**src/rtl/mem_req_ctrl_if.sv**
```systemverilog
// ---------------------------------------------------------------------------
// mem_req_ctrl_if
//   Memory-side req/ack bus between the MEM-stage request controller and a
//   variable-latency data memory.
//   master : controller side (drives strobe, direction, address, store data)
//   slave  : memory side (drives completion and read data)
// Signals
//   mem_req    1-cycle transaction strobe
//   mem_wr     1=write, 0=read, valid with mem_req
//   mem_addr   byte address
//   mem_wdata  store data
//   mem_ack    completion, mem_rdata valid in the same cycle
//   mem_rdata  read data
// ---------------------------------------------------------------------------
interface mem_req_ctrl_if #(
  parameter int ADDR_W = 16,
  parameter int DATA_W = 16
);
  logic              mem_req;
  logic              mem_wr;
  logic [ADDR_W-1:0] mem_addr;
  logic [DATA_W-1:0] mem_wdata;
  logic              mem_ack;
  logic [DATA_W-1:0] mem_rdata;

  modport master (
    output mem_req, mem_wr, mem_addr, mem_wdata,
    input  mem_ack, mem_rdata
  );

  modport slave (
    input  mem_req, mem_wr, mem_addr, mem_wdata,
    output mem_ack, mem_rdata
  );
endinterface

```
**src/rtl/mem_req_ctrl.sv**
```systemverilog
// ---------------------------------------------------------------------------
// mem_req_ctrl
//   MEM-stage data-memory request controller. A held pipeline MemRead or
//   MemWrite becomes exactly one memory transaction; the pipeline is stalled
//   until the memory acks. Load data and a 1-cycle done pulse are returned.
//   Illegal requests (read and write together) and memory timeouts raise a
//   sticky error that only reset clears.
// Optional feature macro: ALIGN_CHECK_EN
//   defined   : odd address with a request -> error, nothing issued
//   undefined : address bit 0 ignored, mem_addr[0] forced to 0
// Ports
//   i_clk, i_rst   clock, synchronous active-high reset
//   i_req_rd/wr    MemRead/MemWrite, held while o_stall=1
//   i_req_addr     effective address
//   i_req_wdata    store data
//   o_stall        pipeline hold (combinational)
//   o_done         1-cycle completion pulse
//   o_rdata        last completed load data
//   o_err          sticky error
//   mem            memory bus (master modport)
// ---------------------------------------------------------------------------
module mem_req_ctrl #(
  parameter int ADDR_W  = 16,
  parameter int DATA_W  = 16,
  parameter int TIMEOUT = 64
) (
  input  logic              i_clk,
  input  logic              i_rst,
  input  logic              i_req_rd,
  input  logic              i_req_wr,
  input  logic [ADDR_W-1:0] i_req_addr,
  input  logic [DATA_W-1:0] i_req_wdata,
  output logic              o_stall,
  output logic              o_done,
  output logic [DATA_W-1:0] o_rdata,
  output logic              o_err,
  mem_req_ctrl_if.master    mem
);

  localparam int CNT_W = $clog2(TIMEOUT + 1);
  localparam logic [CNT_W-1:0] CNT_MAX  = CNT_W'(TIMEOUT);
  localparam logic [CNT_W-1:0] CNT_LAST = CNT_W'(TIMEOUT - 1);

  typedef enum logic [2:0] {
    S_IDLE  = 3'd0,
    S_ISSUE = 3'd1,
    S_WAIT  = 3'd2,
    S_RESP  = 3'd3,
    S_ERR   = 3'd4
  } state_t;

  state_t            r_state;
  logic [CNT_W-1:0]  r_cnt;
  logic              r_mem_req;
  logic              r_mem_wr;
  logic [ADDR_W-1:0] r_mem_addr;
  logic [DATA_W-1:0] r_mem_wdata;
  logic              r_done;
  logic              r_err;
  logic [DATA_W-1:0] r_rdata;

  logic              w_req_any;
  logic              w_req_both;
  logic              w_misalign;
  logic [ADDR_W-1:0] w_addr;

  assign w_req_any  = i_req_rd | i_req_wr;
  assign w_req_both = i_req_rd & i_req_wr;

`ifdef ALIGN_CHECK_EN
  assign w_misalign = i_req_addr[0];
  assign w_addr     = i_req_addr;
`else
  // Word access only: drop the byte-select bit instead of trapping.
  assign w_misalign = 1'b0;
  assign w_addr     = i_req_addr & ~ADDR_W'(1);
`endif

  always_ff @(posedge i_clk) begin
    if (i_rst) begin
      r_state     <= S_IDLE;
      r_cnt       <= '0;
      r_mem_req   <= 1'b0;
      r_mem_wr    <= 1'b0;
      r_mem_addr  <= '0;
      r_mem_wdata <= '0;
      r_done      <= 1'b0;
      r_err       <= 1'b0;
      r_rdata     <= '0;
    end else begin
      // Strobes are single-cycle; only the transitions below raise them.
      r_mem_req <= 1'b0;
      r_done    <= 1'b0;
      case (r_state)
        S_IDLE: begin
          if (w_req_both || (w_req_any && w_misalign)) begin
            r_state <= S_ERR;
            r_err   <= 1'b1;
          end else if (w_req_any) begin
            r_mem_wr    <= i_req_wr;
            r_mem_addr  <= w_addr;
            r_mem_wdata <= i_req_wdata;
            r_mem_req   <= 1'b1;
            r_state     <= S_ISSUE;
          end
        end
        S_ISSUE: begin
          r_cnt   <= '0;
          r_state <= S_WAIT;
        end
        S_WAIT: begin
          // An ack in the last allowed cycle still completes normally.
          if (mem.mem_ack) begin
            if (!r_mem_wr) r_rdata <= mem.mem_rdata;
            r_done  <= 1'b1;
            r_state <= S_RESP;
          end else begin
            if (r_cnt != CNT_MAX) r_cnt <= r_cnt + CNT_W'(1);
            if (r_cnt == CNT_LAST) begin
              r_state <= S_ERR;
              r_err   <= 1'b1;
            end
          end
        end
        S_RESP:  r_state <= S_IDLE;
        S_ERR:   r_state <= S_ERR;
        default: r_state <= S_IDLE;
      endcase
    end
  end

  assign o_stall = ((r_state == S_IDLE) && w_req_any) ||
                   (r_state == S_ISSUE) || (r_state == S_WAIT);
  assign o_done  = r_done;
  assign o_rdata = r_rdata;
  assign o_err   = r_err;

  assign mem.mem_req   = r_mem_req;
  assign mem.mem_wr    = r_mem_wr;
  assign mem.mem_addr  = r_mem_addr;
  assign mem.mem_wdata = r_mem_wdata;

endmodule

```
**src/flat_wrapper.sv**
```systemverilog
// flat-port wrapper written by rule: the top's interface ports become plain ports
module mem_req_ctrl_flat 
#(
  parameter int ADDR_W  = 16,
  parameter int DATA_W  = 16,
  parameter int TIMEOUT = 64
)
  (i_clk, i_rst, i_req_rd, i_req_wr, i_req_addr, i_req_wdata, o_stall, o_done, o_rdata, o_err, mem_mem_req, mem_mem_wr, mem_mem_addr, mem_mem_wdata, mem_mem_ack, mem_mem_rdata);
  mem_req_ctrl_if #(.ADDR_W(ADDR_W), .DATA_W(DATA_W)) mem_i ();
  input  logic i_clk;
  input  logic i_rst;
  input  logic i_req_rd;
  input  logic i_req_wr;
  input  logic [ADDR_W-1:0] i_req_addr;
  input  logic [DATA_W-1:0] i_req_wdata;
  output logic o_stall;
  output logic o_done;
  output logic [DATA_W-1:0] o_rdata;
  output logic o_err;
  output wire logic [$bits(mem_i.mem_req)-1:0] mem_mem_req;
  output wire logic [$bits(mem_i.mem_wr)-1:0] mem_mem_wr;
  output wire logic [$bits(mem_i.mem_addr)-1:0] mem_mem_addr;
  output wire logic [$bits(mem_i.mem_wdata)-1:0] mem_mem_wdata;
  input wire logic [$bits(mem_i.mem_ack)-1:0] mem_mem_ack;
  input wire logic [$bits(mem_i.mem_rdata)-1:0] mem_mem_rdata;
  assign mem_mem_req = mem_i.mem_req;
  assign mem_mem_wr = mem_i.mem_wr;
  assign mem_mem_addr = mem_i.mem_addr;
  assign mem_mem_wdata = mem_i.mem_wdata;
  assign mem_i.mem_ack = mem_mem_ack;
  assign mem_i.mem_rdata = mem_mem_rdata;
  mem_req_ctrl #(.ADDR_W(ADDR_W), .DATA_W(DATA_W), .TIMEOUT(TIMEOUT)) u_core (.i_clk(i_clk), .i_rst(i_rst), .i_req_rd(i_req_rd), .i_req_wr(i_req_wr), .i_req_addr(i_req_addr), .i_req_wdata(i_req_wdata), .o_stall(o_stall), .o_done(o_done), .o_rdata(o_rdata), .o_err(o_err), .mem(mem_i));
endmodule
```
**config.mk**
```make
export PLATFORM = sky130hd
export DESIGN_NAME = mem_req_ctrl_flat
export DESIGN_NICKNAME = d
export VERILOG_FILES = /design/src/rtl/mem_req_ctrl_if.sv /design/src/rtl/mem_req_ctrl.sv /design/src/flat_wrapper.sv
export SDC_FILE = /design/constraint.sdc
export NUM_CORES = 1
export LEC_CHECK = 0
export ABC_CLOCK_PERIOD_IN_PS = 2000
export BUFFER_PORTS_ARGS = -buffer_cell sky130_fd_sc_hd__buf_2
export CORE_ASPECT_RATIO = 1.75
export CORE_MARGIN = 2
export CORE_UTILIZATION = 47
export DETAILED_ROUTE_END_ITERATION = 10
export PLACE_DENSITY = 0.8
export SYNTH_ARGS = -nofsm -noshare
export SYNTH_HDL_FRONTEND = slang
export SYNTH_SLANG_ARGS = --single-unit
export TNS_END_PERCENT = 5
```
**constraint.sdc**
```tcl
create_clock -name i_clk -period 2 [get_ports i_clk]
set_input_delay 0.3 -clock i_clk [delete_from_list [all_inputs] [get_ports i_clk]]
set_output_delay 0.3 -clock i_clk [all_outputs]
set_load 0.02 [all_outputs]
```
==> results.sh <==
export IMPL_outcome="finished, final reports clean"
export IMPL_critPathBufInv=1
export IMPL_dieArea_um2=5720
export IMPL_synth_area_um2=2400
export IMPL_switching_power_uw=971
export IMPL_cp_top_family="simple AND/OR/NAND/NOR gates"
export IMPL_fp_coreArea_um2=4930
export IMPL_dr_first_iter_drc_count=111
export IMPL_grt_util_all_layers_pct=20.6
export IMPL_synth_compound_area_share_pct=16.6
export IMPL_synth_cells=304
export IMPL_fill_cells=461
export IMPL_vias=2455
export IMPL_grt_max_degree=33
export IMPL_synthSimpleGateAreaFrac_pct=25.6
export IMPL_yosysWarnings=0
export IMPL_synth_xor_area_share_pct=0.364
export IMPL_crit_arrival_ps=1440
export IMPL_syn_avg_cell_area_um2=7.91
export IMPL_grt_met2_usage_pct=36.9
export IMPL_die_w_um=58.1
export IMPL_yosysSeqAreaShare_pct=50.8
export IMPL_wirelength_um=5840
export IMPL_dp_hpwl_um=4200
export IMPL_final_hold_viol_count=0
export IMPL_cts_tree="yes"
export IMPL_max_cap_violations=0
export IMPL_pwr_share_seq_pct=44.5
export IMPL_start_kind="flip-flop"
export IMPL_multi_input_area_um2=1060
export IMPL_leakage_uw=0.00144
export IMPL_final_cell_mix="nand2_1 (103), buf_2 (103), dfxtp_1 (61)"
export IMPL_cts_sinks=61
export IMPL_htreeDepth=3
export IMPL_yosys_area_top_type="dfxtp_1"
export IMPL_area_delta_synth_final_pct=31.0
export IMPL_antenna_left=0
export IMPL_vias_per_cell=5.29
export IMPL_portBuffers=103
export IMPL_grt_overflow_total=0
export IMPL_grt_first_pass_wirelength_um=9190
export IMPL_drive_gt1_share_pct=31.7
export IMPL_timing_hold_ws_ps=204
export IMPL_synth_distinct_cells=43
export IMPL_gr_usage_met3_pct=3.81
export IMPL_design_area_um2=3150
export IMPL_internal_power_uw=2160
export IMPL_yosys_area_share_adder_pct=1.04
export IMPL_place_inst=448
export IMPL_worst_pin_slew_ps=546
export IMPL_fin_worst_skew_ps=5.55
export IMPL_synthTopCellsByArea="dfxtp_1 (51%), nand2_1 (16%), a21oi_1 (11%)"
export IMPL_yosysTopAreaCellShare_pct=50.8
export IMPL_grt_use_met1_pct=20.6
export IMPL_power_share_switching_pct=31.0
export IMPL_antenna_found_initial=0
export IMPL_diodes=0
export IMPL_timing_setup_tns_ps=0
export IMPL_crit_type="reg -> out"
export IMPL_post_drt_wl_per_cell_um=12.6
export IMPL_num_rows=34
export IMPL_initial_core_util_pct=48.7
export IMPL_die_y_um=98.6
export IMPL_fmaxAchievable_mhz=574
export IMPL_place_congestion=0.771
export IMPL_reg2reg_setup_slack_ps=270
export IMPL_grt_busiest_layer="met2"
export IMPL_hold_buffers=0
export IMPL_critPathCaptureType="primary output"
export IMPL_vdd_drop_max_uv=847
export IMPL_clockBufferDepth=2
export IMPL_clockRootBuffer="clkbuf_8"
export IMPL_setup_violations=0
export IMPL_cp_max_fo=12
export IMPL_placed_area_um2=2950
export IMPL_synth_top_family_by_area="simple AND/OR/NAND/NOR gates"
export IMPL_nets=460
export IMPL_insertion_delay_ps=330
export IMPL_critPathMaxStageDelay_ps=430
export IMPL_synth_nets=359
export IMPL_ios=106
export IMPL_slew_headroom_pct=63.1
export IMPL_clkTransAtPathRegs_ps=70
export IMPL_async_flop_share_pct=0
export IMPL_hold_class="in -> reg"
export IMPL_powerDensity_nw_per_um2=995
export IMPL_regArea_um2=1220
export IMPL_min_period_over_period_pct=87.1
export IMPL_synth_seq_cells=61
export IMPL_min_period_ps=1740
export IMPL_synth_ff_type="dfxtp_1"
export IMPL_power_share_clock_pct=33.0
export IMPL_crit_path_cell_trace="nor4_1, a211oi_1, buf_2"
export IMPL_required_ps=1700
export IMPL_grt_pass1_vias=2176
export IMPL_rsz0062_at_grt="false"
export IMPL_combPwrFrac_pct=22.6
export IMPL_cts_resized=0
export IMPL_dr_pass1_iters=4
export IMPL_stdcell_count=464
export IMPL_slowest_stage="nor4_1"
export IMPL_synth_edf_count=0
export IMPL_postCtsSetupRepairBufs=0
export IMPL_cts_inserted_buffers=9
export IMPL_slew_viol_final=0
export IMPL_utilization_pct=63.8
export IMPL_synth_mux_area_share_pct=0.416
export IMPL_drc=0
[power groups by stage]
stage | registers (uW) | clock network, uW | logic [uW]
after CTS | 1390 | 1060 | 713
final | 1390 | 1030 | 707
after global placement | 1410 | 0 | 697
after detailed placement | 1420 | 0 | 711
after global routing | 1410 | 1100 | 782
after floorplan | 1540 | 0 | 355
[through the flow]
| step | total power [uW] | worst slack [ps] |
|---|---|---|
| 3_3_place_gp | 2110 | 324 |
| 5_1_grt | 3290 | 153 |
| 2_1_floorplan | 1890 | 386 |
| 6_report | 3130 | 258 |
| 3_5_place_dp | 2130 | 281 |
| 4_1_cts | 3170 | 269 |
[synthesized netlist by cell type (2+ instances only)]
| cell type | count |
|---|---|
| inv_1 | 7 |
| nor4b_1 | 2 |
| a31oi_1 | 2 |
| buf_2 | 4 |
| o21ai_0 | 2 |
| nor4_1 | 3 |
| a211oi_1 | 3 |
| nand4_1 | 2 |
| and3_1 | 3 |
| nand2b_1 | 2 |
| dfxtp_1 | 61 |
| nand2_1 | 103 |
| nor2_1 | 8 |
| a21oi_1 | 52 |
| clkbuf_1 | 15 |
| ha_1 | 2 |
| nor3_1 | 3 |
| nand3_1 | 5 |
[registers in the layout, indices dropped and copies added (netlist names)]
name / cells
u_core.o_err: 1
u_core.mem.mem_addr: 15
u_core.r_cnt: 7
u_core.o_rdata: 16
u_core.o_done: 1
u_core.mem.mem_req: 1
u_core.mem.mem_wdata: 16
u_core.r_state: 3
u_core.mem.mem_wr: 1
[area by class of cell]
| class | count | area share (%) |
|---|---|---|
| Clock inverter | 3 | 0.556 |
| Timing Repair Buffer | 111 | 18.3 |
| Inverter | 7 | 0.835 |
| Tap cell | 54 | 2.15 |
| Clock buffer | 13 | 5.68 |
| Multi-Input combinational cell | 215 | 33.7 |
| Sequential cell | 61 | 38.8 |
[layer usage]
| metal | wire [um] | part of all wire [%] |
|---|---|---|
| met2 | 3140 | 54 |
| met4 | 199 | 3.4 |
| met3 | 276 | 4.7 |
| met1 | 2220 | 38 |
| met5 | 0 | 0 |
[final timing paths]
path                           from                      end  depth (start not counted)
setup / recovery  u_core.r_state[0]                  o_stall                          3
hold / removal       i_req_addr[10]  u_core.mem.mem_addr[10]                          3
setup reg to reg  u_core.r_state[0]       u_core.o_rdata[10]                          4
hold reg to reg   u_core.o_rdata[4]        u_core.o_rdata[4]                          2
[worst min-delay path: stages]
cell     delay (ps)
buf_2            90
nand2_1          40
a21oi_1          50
[cell families after synthesis]
kind of cell | count (synthesis)
simple gates | 140
compound gates | 70
other cells | 1
fa+ha+maj | 2
flops | 61
buf+inv | 28
mux | 1
xor+xnor | 1
No activity file was read; power rests on OpenSTA's default activity.
